`src/rtl/fifo_flags_if.sv`:
```
// Handshake bundle for the fifo_flags FWFT buffer.
// Optional overflow/underflow/err_clear signals exist only when FIFO_FLAGS_ERR_EN is defined.
interface fifo_flags_if #(
   parameter int DATA_WIDTH = 8,
   parameter int ADDR_WIDTH = 4
);
   logic                  write_en;
   logic [DATA_WIDTH-1:0] write_data;
   logic                  read_en;
   logic [DATA_WIDTH-1:0] read_data;
   logic                  empty;
   logic                  full;
   logic                  almost_empty;
   logic                  almost_full;
   logic [ADDR_WIDTH:0]   count;
`ifdef FIFO_FLAGS_ERR_EN
   logic                  err_clear;
   logic                  overflow;
   logic                  underflow;
`endif

   modport master (
`ifdef FIFO_FLAGS_ERR_EN
      output err_clear,
      input  overflow, underflow,
`endif
      output write_en, write_data, read_en,
      input  read_data, empty, full, almost_empty, almost_full, count
   );

   modport slave (
`ifdef FIFO_FLAGS_ERR_EN
      input  err_clear,
      output overflow, underflow,
`endif
      input  write_en, write_data, read_en,
      output read_data, empty, full, almost_empty, almost_full, count
   );
endinterface

```
`src/rtl/fifo_flags.sv`:
```
// Single-clock first-word-fall-through FIFO with occupancy count and almost flags.
// Define FIFO_FLAGS_ERR_EN to add sticky overflow/underflow outputs with synchronous err_clear.
module fifo_flags #(
   parameter int DATA_WIDTH          = 8,
   parameter int ADDR_WIDTH          = 4,
   parameter int ALMOST_FULL_MARGIN  = 2,
   parameter int ALMOST_EMPTY_MARGIN = 2
) (
   input  logic         clk,
   input  logic         reset_n,
   fifo_flags_if.slave  bus
);
   localparam int DEPTH = 2**ADDR_WIDTH;
   localparam logic [ADDR_WIDTH:0] FULL_LEVEL = (ADDR_WIDTH+1)'(DEPTH);
   localparam logic [ADDR_WIDTH:0] AF_LEVEL   = (ADDR_WIDTH+1)'(DEPTH - ALMOST_FULL_MARGIN);
   localparam logic [ADDR_WIDTH:0] AE_LEVEL   = (ADDR_WIDTH+1)'(ALMOST_EMPTY_MARGIN);

   logic [DATA_WIDTH-1:0] mem [DEPTH];
   logic [ADDR_WIDTH-1:0] wr_ptr;
   logic [ADDR_WIDTH-1:0] rd_ptr;
   logic [ADDR_WIDTH:0]   count_q;
   logic                  wr_ok;
   logic                  rd_ok;

   // Acceptance uses the flags registered before the edge, so a write
   // into a full FIFO is dropped even when a read frees a slot that cycle.
   assign wr_ok = bus.write_en && !bus.full;
   assign rd_ok = bus.read_en  && !bus.empty;

   always_ff @(posedge clk) begin
      if (wr_ok) begin
         mem[wr_ptr] <= bus.write_data;
      end
   end

   always_ff @(posedge clk or negedge reset_n) begin
      if (!reset_n) begin
         wr_ptr  <= '0;
         rd_ptr  <= '0;
         count_q <= '0;
      end else begin
         if (wr_ok) wr_ptr <= wr_ptr + 1'b1;
         if (rd_ok) rd_ptr <= rd_ptr + 1'b1;
         case ({wr_ok, rd_ok})
            2'b10:   count_q <= count_q + 1'b1;
            2'b01:   count_q <= count_q - 1'b1;
            default: count_q <= count_q;
         endcase
      end
   end

   assign bus.read_data    = mem[rd_ptr];
   assign bus.count        = count_q;
   assign bus.empty        = (count_q == '0);
   assign bus.full         = (count_q == FULL_LEVEL);
   assign bus.almost_empty = (count_q <= AE_LEVEL);
   assign bus.almost_full  = (count_q >= AF_LEVEL);

`ifdef FIFO_FLAGS_ERR_EN
   logic overflow_q;
   logic underflow_q;

   always_ff @(posedge clk or negedge reset_n) begin
      if (!reset_n) begin
         overflow_q  <= 1'b0;
         underflow_q <= 1'b0;
      end else if (bus.err_clear) begin
         overflow_q  <= 1'b0;
         underflow_q <= 1'b0;
      end else begin
         if (bus.write_en && bus.full)  overflow_q  <= 1'b1;
         if (bus.read_en  && bus.empty) underflow_q <= 1'b1;
      end
   end

   assign bus.overflow  = overflow_q;
   assign bus.underflow = underflow_q;
`endif
endmodule

```
`src/flat_wrapper.sv`:
```
// flat-port wrapper written by rule: the top's interface ports become plain ports
module fifo_flags_flat 
#(
   parameter int DATA_WIDTH          = 8,
   parameter int ADDR_WIDTH          = 4,
   parameter int ALMOST_FULL_MARGIN  = 2,
   parameter int ALMOST_EMPTY_MARGIN = 2
)
  (clk, reset_n, bus_write_en, bus_write_data, bus_read_en, bus_read_data, bus_empty, bus_full, bus_almost_empty, bus_almost_full, bus_count);
  fifo_flags_if #(.DATA_WIDTH(DATA_WIDTH), .ADDR_WIDTH(ADDR_WIDTH)) bus_i ();
  input  logic clk;
  input  logic reset_n;
  input wire logic [$bits(bus_i.write_en)-1:0] bus_write_en;
  input wire logic [$bits(bus_i.write_data)-1:0] bus_write_data;
  input wire logic [$bits(bus_i.read_en)-1:0] bus_read_en;
  output wire logic [$bits(bus_i.read_data)-1:0] bus_read_data;
  output wire logic [$bits(bus_i.empty)-1:0] bus_empty;
  output wire logic [$bits(bus_i.full)-1:0] bus_full;
  output wire logic [$bits(bus_i.almost_empty)-1:0] bus_almost_empty;
  output wire logic [$bits(bus_i.almost_full)-1:0] bus_almost_full;
  output wire logic [$bits(bus_i.count)-1:0] bus_count;
  assign bus_i.write_en = bus_write_en;
  assign bus_i.write_data = bus_write_data;
  assign bus_i.read_en = bus_read_en;
  assign bus_read_data = bus_i.read_data;
  assign bus_empty = bus_i.empty;
  assign bus_full = bus_i.full;
  assign bus_almost_empty = bus_i.almost_empty;
  assign bus_almost_full = bus_i.almost_full;
  assign bus_count = bus_i.count;
  fifo_flags #(.DATA_WIDTH(DATA_WIDTH), .ADDR_WIDTH(ADDR_WIDTH), .ALMOST_FULL_MARGIN(ALMOST_FULL_MARGIN), .ALMOST_EMPTY_MARGIN(ALMOST_EMPTY_MARGIN)) u_core (.clk(clk), .reset_n(reset_n), .bus(bus_i));
endmodule
```
`config.mk`:
```
export PLATFORM = sky130hd
export DESIGN_NAME = fifo_flags_flat
export DESIGN_NICKNAME = d
export VERILOG_FILES = /design/src/rtl/fifo_flags_if.sv /design/src/rtl/fifo_flags.sv /design/src/flat_wrapper.sv
export SDC_FILE = /design/constraint.sdc
export NUM_CORES = 1
export LEC_CHECK = 0
export ABC_AREA = 1
export CAP_MARGIN = 20
export CORE_ASPECT_RATIO = 0.5
export CORE_MARGIN = 8
export CORE_UTILIZATION = 42
export CTS_CLUSTER_SIZE = 16
export DETAILED_ROUTE_END_ITERATION = 16
export SLEW_MARGIN = 20
export SYNTH_ARGS = -nofsm -noshare
export SYNTH_HDL_FRONTEND = slang
export SYNTH_SLANG_ARGS = --single-unit
```
`constraint.sdc`:
```
create_clock -name clk -period 2.1 [get_ports clk]
set_clock_uncertainty 0.2 [all_clocks]
set_input_delay 0.42 -clock clk [delete_from_list [all_inputs] [get_ports clk]]
set_output_delay 0.42 -clock clk [all_outputs]
set_load 0.01 [all_outputs]
```
==> Yosys cells after proc, flatten, opt, wreduce, memory -nomap -nowiden <==
Memory sizes are Yosys's and may differ from the RTL's.
Cells that the tools add are included.
{ "word_totals": {"register_bits": 13, "ramBits": 128, "mem_count": 1} }
{ "memory_table": {"columns": ["name", "depth", "word_bits", "rd", "rd_ports_with_merged_regs", "wr", "line_no", "source"], "rows": [
  ["u_core.mem", 16, 8, 1, 0, 1, "fifo_flags.sv:18", "logic [DATA_WIDTH-1:0] mem [DEPTH];"]
]} }
{ "op_classes": {"add_sub_neg": 4, "n_lt_le_gt_ge": 2, "eq_ne": 3, "n_mux": 3, "reduce_logical": 6} }
{ "ops": {"columns": ["cell", "count"], "rows": [
  ["5-bit case mux with 2 select lines", 1],
  ["4-bit by 1-bit adder with 4-bit output (second input constant)", 2],
  ["5-bit by 1-bit adder with 5-bit output (second input constant)", 1],
  ["5-bit equality test (second input constant)", 1],
  ["5-bit by 4-bit greater-or-equal comparator with 1-bit output (second input constant)", 1],
  ["5-bit by 2-bit less-or-equal comparator with 1-bit output (second input constant)", 1],
  ["5-bit logical NOT", 1],
  ["5-bit by 1-bit subtractor with 5-bit output (second input constant)", 1],
  ["2-bit by 1-bit equality test with 1-bit output (second input constant)", 1],
  ["2-bit equality test (second input constant)", 1],
  ["1-bit logical AND", 2],
  ["1-bit logical NOT", 2],
  ["1-bit two-way mux", 2],
  ["2-bit nonzero test", 1]
]} }

==> Longest topological paths before layout <==
Gate-level depths: netlist of run 1.
{ "logic_depth": {"word_depth": 5, "ltp_mapped": 15, "mapped_depth_nobuf": 15} }

==> Least setup slack after synthesis of run 1 <==
OpenSTA, ideal clock, no wires.
{ "synth_timing": {"path_type": "register to register", "from": "register u_core.count_q[1] (netlist: u_core.bus.count[1])", "to": "register u_core.count_q[4] (netlist: u_core.bus.count[4])", "setup_ps": 116, "t_arrival_ps": 1958, "setup_slack_ps": -175, "path_stages_with_launch": 12, "path_buffers": 0, "period_less_slack_ps": 2275, "path_cell_list": "dfrtp_1 nor2_1 nand4_1 nand2_1 inv_1 ha_1 ha_1 or2_2 nand3_1 nand2_1 nand2_1 nand2_1"} }
{ "synth_between": {"elab_chain_cells": 5, "word_cells_on_any_way": 12, "classes_between": "add/sub: 2; eq/ne: 3; mux: 1; reduce/logical: 6"} }
{ "synth_lines": {"columns": ["element", "line_no", "source"], "rows": [
  ["start: declaration", "fifo_flags.sv:21", "logic [ADDR_WIDTH:0] count_q;"],
  ["start signal: assignment", "fifo_flags.sv:45", "2'b10: count_q <= count_q + 1'b1;"],
  ["start signal: assignment", "fifo_flags.sv:46", "2'b01: count_q <= count_q - 1'b1;"],
  ["start signal: assignment", "fifo_flags.sv:47", "default: count_q <= count_q;"],
  ["5-bit logical NOT (*)", "fifo_flags.sv:54", "assign bus.empty = (count_q == '0);"],
  ["1-bit logical NOT (*)", "fifo_flags.sv:28", "assign rd_ok = bus.read_en && !bus.empty;"],
  ["1-bit logical AND (*)", "fifo_flags.sv:28", null],
  ["via u_core.rd_ok", "fifo_flags.sv:23", "logic rd_ok;"],
  ["2-bit by 1-bit equality test with 1-bit output / 2-bit equality test (equally long branches)", "fifo_flags.sv:44", "case ({wr_ok, rd_ok})"],
  ["5-bit case mux with 2 select lines / 2-bit nonzero test (equally long branches)", null, null]
]} }
Mark *: on every way through the listed nets, which the timed path passes. The rest lies on a longest branch.
A chain may end at the register's enable or synchronous reset.

==> Worst setup path after layout of run 1 <==
{ "layout_timing": {"from": "register u_core.rd_ptr[0]", "to": "output port bus_read_data[1]"} }
{ "layout_between": {"elab_chain_cells": 1} }
{ "layout_lines": {"columns": ["element", "line_no", "source"], "rows": [
  ["start: declaration", "fifo_flags.sv:20", "logic [ADDR_WIDTH-1:0] rd_ptr;"],
  ["start signal: assignment", "fifo_flags.sv:43", "if (rd_ok) rd_ptr <= rd_ptr + 1'b1;"],
  ["memory read 16 x 8 bit", null, null],
  ["end: declaration", "flat_wrapper.sv:16", "output wire logic [$bits(bus_i.read_data)-1:0] bus_read_data;"]
]} }
No other way between the ends.

==> flow_summary_export.csv, run 1 <==
group,metric,value,unit
clock_tree,htreeDepth,4,
sta,period_needed,2.44,ns
global_route,grt_usage,0.176,
finish,num_antenna_cells,0,
logic_synthesis,synthCells,626,
sta,finalSetupTns,-2.77,ns
sta,max_slew_margin,0.540,
critical_path,r2r_setup_slack,-0.13,ns
critical_path,startpoint,"u_core.rd_ptr[0]",
drt,dr.first_iter.drc_count,453,
hold_path,hold_path_class,"in2async",
critical_path,regToRegEndpoint,"u_core.bus.count[4]",
clock_tree,clockBufferDepth,2,
finish,finalNetCount,767,
power,power_density,1470,nW/um2
floorplan,fp.dieH,102,um
run_status,violations,"setup timing",
global_route,grt_pass1_vias,4536,
critical_path,r2r_start,"u_core.bus.count[2]",
drt,route.detailed.drc,0,
global_route,grt_max_degree,23,
flow_run,maxCapViolations,0,
sta,layout_setup_ws,-0.337,ns
critical_path,worstSetupStartpointType,"flip-flop",
place,finalWeightedCongestion,0.853,
sta,fmax,410,MHz
drt,routedWlPerCell,17.3,um
logic_synthesis,synth.cell_area,6250,um2
run_status,status,"complete, but fails checks",
clock_tree,worstSkewPairLatency,0.41,ns
floorplan,initial_core_util,0.431,
power,power.leakage,3.83,nW
critical_path,rr_worst_depth,15,
logic_synthesis,synth_edf_count,128,
clock_tree,cts-root-buf,"clkbuf_16",
floorplan,coreArea,14500,um2
logic_synthesis,yosysUniqueCellTypes,23,
critical_path,cp.required,1.48,ns
logic_synthesis,async_flop_share,0.0922,
logic_synthesis,synth_nets,648,
floorplan,die_w,189,um
drt,drt_wl_total,16600,um
finish,drive_gt1_frac,0.355,
drt,dr.pass1.iters,5,
floorplan,die_area,19300,um2
sta,worstMarginPinSlew,0.688,ns
critical_path,criticalPathCategory,"reg2out",
clock_tree,hold_buffers,0,
logic_synthesis,yosys_warnings,0,
global_route,grt_overflow,0,
place,numPortBuffers,28,
sta,slew_violations,0,
global_route,antenna_found_initial,0,
finish,fin_util,0.616,
finish,fill_cells,1135,
power,vdd_drop_max,755,uV
sta,setup_viol,11,
clock_tree,cts_buffers,17,
sta,min_period_over_period,1.16,
clock_tree,clk_transition_reported_paths,0.06,ns
critical_path,endpoint_kind,"output pin",
floorplan,io_pins,29,
logic_synthesis,yosysSeqAreaShare,0.667,
clock_tree,tritoncts,"built",
place,dpl_worst_slack,-0.278,ns
floorplan,core.rowCount,31,
drt,vias_per_cell,4.90,
global_route,grt_pass1_wl,25300,um
drt,num_vias,4684,
logic_synthesis,synth-seq-cells,141,
drt,drtAntennaViolNets,0,
logic_synthesis,synth_ff_type,"edfxtp_1",
sta,hold_viol,0,
finish,synthToLayoutAreaGrowth,43.0,%
critical_path,crit_arrival,1.82,ns
sta,rsz0062_at_grt,"true",
clock_tree,cts_sinks,141,
sta,whs,0.118,ns
logic_synthesis,syn_avg_cell_area,9.99,um2
critical_path,path_max_fanout,8,
place,dpl.hpwl,9590,um
[layout by cell type, fill, tap and decap left out, drive strengths merged, types with 5 or more instances in the layout]
cell,count
buf,102
bufinv,5
clkbuf,23
clkdlybuf4s50,11
dfrtp,13
edfxtp,128
ha,9
inv,72
nand2,240
nand3,54
nor2,70
o21ai,5
[worst max-delay path by stage]
stage | end | slack, ns | cells past startpoint
after global routing | bus_read_data[0] | -0.41 | 10
after floorplan | u_core.bus.count[4] | 0.01 | 14
after global placement | bus_read_data[0] | -0.24 | 9
final | bus_read_data[1] | -0.34 | 10
after detailed placement | bus_read_data[3] | -0.28 | 9
after CTS | bus_read_data[3] | -0.32 | 10
[cell families (layout without fill, tap and decap cells)]
group / after synthesis / in the layout / share of synthesized area
xor gates and xnor gates: 7 / 7 / 0.00981
AOI/OAI and AO/OA: 7 / 7 / 0.00600
and+or+nand+nor: 368 / 368 / 0.235
DFF: 141 / 141 / 0.667
adders and majority gates: 10 / 10 / 0.0212
buffers and inverters: 93 / 225 / 0.0610
[synth_stat cells, types with 2 or more instances]
| library cell | count | share of area |
|---|---|---|
| buf_2 | 14 | 0.011 |
| buf_4 | 2 | 0.0024 |
| clkbuf_1 | 3 | 0.0018 |
| dfrtp_1 | 13 | 0.052 |
| edfxtp_1 | 128 | 0.61 |
| ha_1 | 9 | 0.018 |
| inv_1 | 69 | 0.041 |
| inv_2 | 3 | 0.0018 |
| nand2_1 | 239 | 0.14 |
| nand3_1 | 54 | 0.043 |
| nand4_1 | 3 | 0.0030 |
| nor2_1 | 69 | 0.041 |
| o21ai_0 | 5 | 0.0040 |
| xnor2_1 | 3 | 0.0042 |
| xor2_1 | 4 | 0.0056 |
[registers in the layout, summed over array words and instances, names as in the netlist]
register,cells
u_core.bus.count,5
u_core.mem,128
u_core.rd_ptr,4
u_core.wr_ptr,4
[report_power, final]
part	switching, mW	internal, mW	leakage, nW
clock network	1.12	2.10	0.295
logic	3.46	2.85	2.22
registers	0.194	3.43	1.31
[worst max-delay path, stage by stage (launching register included)]
cell	delay, ns
dfrtp_2	0.44
buf_6	0.14
buf_8	0.13
buf_12	0.14
nand2_4	0.06
nand2_4	0.05
nor2_4	0.12
nor2_2	0.06
nand2_1	0.06
nand2_1	0.05
buf_2	0.13
[through the flow]
| stage | std cells | instance area (um2) | total power, mW |
|---|---|---|---|
| floorplan | 626 | 6290 | 6.06 |
| global placement | 895 | 7230 | 7.90 |
| CTS | 951 | 8510 | 12.5 |
| finish | 956 | 8940 | 13.1 |
| detailed placement | 895 | 7230 | 7.98 |
| global route | 956 | 8940 | 13.8 |
[final cells by class]
class,instances,area (um2),area share
well taps,198,248,0.0277
flip-flops and latches,141,4170,0.467
clock inverters,12,194,0.0217
multi-input cells,392,2270,0.254
clock buffers,20,437,0.0488
repair buffers,121,1320,0.148
inverters,72,293,0.0328
[metal layers]
metal,global-route usage,part of all wire
met5,0,0
met3,0.0433,0.074
met2,0.285,0.48
met4,0.0561,0.012
met1,0.231,0.44
[timing repair]
action	in CTS	in global routing
setup endpoints to repair	14	148
pin swaps	52	59
resized for setup	150	108
cloned	9	2
setup buffers	17	8
Power figures use the tool's default switching activity.
==> run 2, diff against run 1 <==
--- a/config.mk
+++ b/config.mk
@@ -12,7 +12,6 @@
 export CORE_UTILIZATION = 42
 export CTS_CLUSTER_SIZE = 16
 export DETAILED_ROUTE_END_ITERATION = 16
-export SLEW_MARGIN = 20
 export SYNTH_ARGS = -nofsm -noshare
 export SYNTH_HDL_FRONTEND = slang
 export SYNTH_SLANG_ARGS = --single-unit
==> results of run 2 <==
Final layout, timing and power as in run 1 (identical DEF).
==> run 3, diff against run 2 <==
==> constraint.sdc (replaced) <==
create_clock -name clk -period 2.2 [get_ports clk]
set_clock_uncertainty 0.2 [all_clocks]
set_input_delay 0.44 -clock clk [delete_from_list [all_inputs] [get_ports clk]]
set_output_delay 0.44 -clock clk [all_outputs]
set_load 0.01 [all_outputs]
==> run 3 against run 2 <==
The run still ends with setup timing left; via count rose by 0.47%; clock power decreased by 12%; largest power group unchanged; highest routed layer unchanged; first-iteration DRC count is 9.7% lower; critical path depth stayed put; critical endpoint is now bus_read_data[5].
==> flow_summary_export.csv, run 3 (synthesis results as in run 1) <==
group,metric,value,unit
global_route,grt_pass1_vias,4739,
place,dpl.hpwl,9930,um
run_status,status,"complete, but fails checks",
critical_path,crit_arrival,1.84,ns
finish,drive_gt1_frac,0.316,
sta,layout_setup_ws,-0.281,ns
floorplan,die_w,189,um
drt,drtAntennaViolNets,0,
power,power_density,1390,nW/um2
global_route,grt_pass1_wl,26200,um
power,pwr-share-clk,0.237,
floorplan,initial_core_util,0.431,
floorplan,fp.dieH,102,um
critical_path,criticalPathCategory,"reg2out",
sta,fmax,403,MHz
drt,routedWlPerCell,18.3,um
flow_run,maxCapViolations,0,
global_route,antenna_found_initial,0,
floorplan,core.rowCount,31,
finish,finalNetCount,757,
critical_path,worstSetupStartpointType,"flip-flop",
finish,final_cell_mix,"nand2_1, edfxtp_1, inv_1, buf_4, nand2_2",
drt,drt_wl_total,17300,um
sta,setup_viol,8,
finish,largest-register,"u_core.mem",
clock_tree,cts_buffers,17,
sta,period_needed,2.48,ns
power,switching_power,4.38,mW
floorplan,io_pins,29,
power,power.total,11.9,mW
place,numPortBuffers,28,
critical_path,regToRegEndpoint,"u_core.mem[12][6]",
power,switching_share,0.367,
critical_path,endpoint_kind,"output pin",
hold_path,hold_path_class,"in2async",
clock_tree,worstSkewPairLatency,0.41,ns
finish,fill_cells,1185,
sta,worstMarginPinSlew,0.327,ns
global_route,grt_max_degree,22,
critical_path,path_max_fanout,6,
global_route,grt_usage,0.182,
drt,route.detailed.drc,0,
critical_path,r2r_start,"u_core.bus.count[4]",
drt,dr.pass1.iters,6,
power,p_int,7.54,mW
global_route,grt_overflow,0,
drt,vias_per_cell,4.98,
power,vdd_drop_max,658,uV
drt,dr.first_iter.drc_count,409,
floorplan,coreArea,14500,um2
clock_tree,clockBufferDepth,2,
critical_path,rr_worst_depth,8,
sta,max_slew_margin,0.781,
critical_path,cp.required,1.56,ns
finish,num_antenna_cells,0,
clock_tree,cts-root-buf,"clkbuf_16",
sta,rsz0062_at_grt,"true",
sta,slew_violations,0,
finish,largest_register_ffs,128,
run_status,violations,"setup timing",
sta,min_period_over_period,1.13,
clock_tree,htreeDepth,4,
power,p_seq_frac,0.289,
sta,finalSetupTns,-2.08,ns
drt,num_vias,4706,
power,comb_power_share,0.474,
clock_tree,clk_transition_reported_paths,0.06,ns
finish,mostFrequentLayoutCell,"nand2_1",
place,finalWeightedCongestion,0.823,
floorplan,die_area,19300,um2
sta,hold_viol,0,
finish,synthToLayoutAreaGrowth,36.8,%
power,power.leakage,3.66,nW
clock_tree,tritoncts,"built",
clock_tree,cts_sinks,141,
critical_path,r2r_setup_slack,0.04,ns
==> run 3: how the worst max path moves through the flow <==
stage,start,endpoint,slack [ns],depth (start not counted)
final,u_core.rd_ptr[0],bus_read_data[5],-0.28,10
after global routing,u_core.rd_ptr[0],bus_read_data[6],-0.35,10
after global placement,bus_read_en,u_core.bus.count[4],-0.22,14
after detailed placement,bus_read_en,u_core.bus.count[4],-0.26,14
after CTS,u_core.rd_ptr[0],bus_read_data[5],-0.31,10
after floorplan,u_core.bus.count[1],u_core.bus.count[4],0.01,11
==> run 3: final cells by class <==
cell class | count | area, um2 | area share
timing repair buffer | 111 | 1170 | 0.136
sequential | 141 | 4170 | 0.488
clock inverter | 13 | 150 | 0.0176
tap | 198 | 248 | 0.0290
multi-input combinational | 392 | 2100 | 0.246
clock buffer | 18 | 429 | 0.0502
inverter | 72 | 288 | 0.0336
==> run 3: power by group through the flow <==
stage,logic [mW],clock network [mW],registers [mW]
after floorplan,2.26,0,3.49
after global placement,4.13,0,3.47
after detailed placement,4.16,0,3.48
after CTS,5.10,2.83,3.44
after global routing,6.12,2.96,3.48
final,5.65,2.82,3.45
==> run 3: through the flow <==
stage	instances	hold WS, ns	instance area [um2]	utilization	setup slack [ns]
2_1_floorplan	626	-0.0556	6260	-	0.00970
3_3_place_gp	892	0.313	7210	0.497	-0.222
3_5_place_dp	892	0.321	7210	0.497	-0.260
4_1_cts	941	0.141	8270	0.570	-0.306
5_1_grt	945	0.155	8550	0.590	-0.349
6_report	945	0.136	8550	0.590	-0.281
==> run 3: timing repair <==
item / 4_1_cts / 5_1_grt
cloned: 8 / 1
pin swaps: 42 / 36
hold buffers: 0 / 0
buffers inserted: 10 / 5
endpoints found under the setup margin: 15 / 13
gates resized for setup: 101 / 89
==> run 3: worst max-delay path, stage by stage (launching register included) <==
cell	delay, ns
dfrtp_2	0.45
buf_12	0.14
buf_12	0.14
buf_16	0.14
nand2_2	0.06
nand2_2	0.07
nor2_4	0.12
nor2_4	0.05
nand2_2	0.08
nand2_2	0.06
buf_6	0.11
==> run 3: per-layer routing <==
layer  up-vias  global-route usage  wire [um]
met5         -                   0          0
met4         0              0.0687        437
met3        36              0.0467       1320
met2       179               0.300       8080
met1      2254               0.231       7470
li1       2237                   -          -
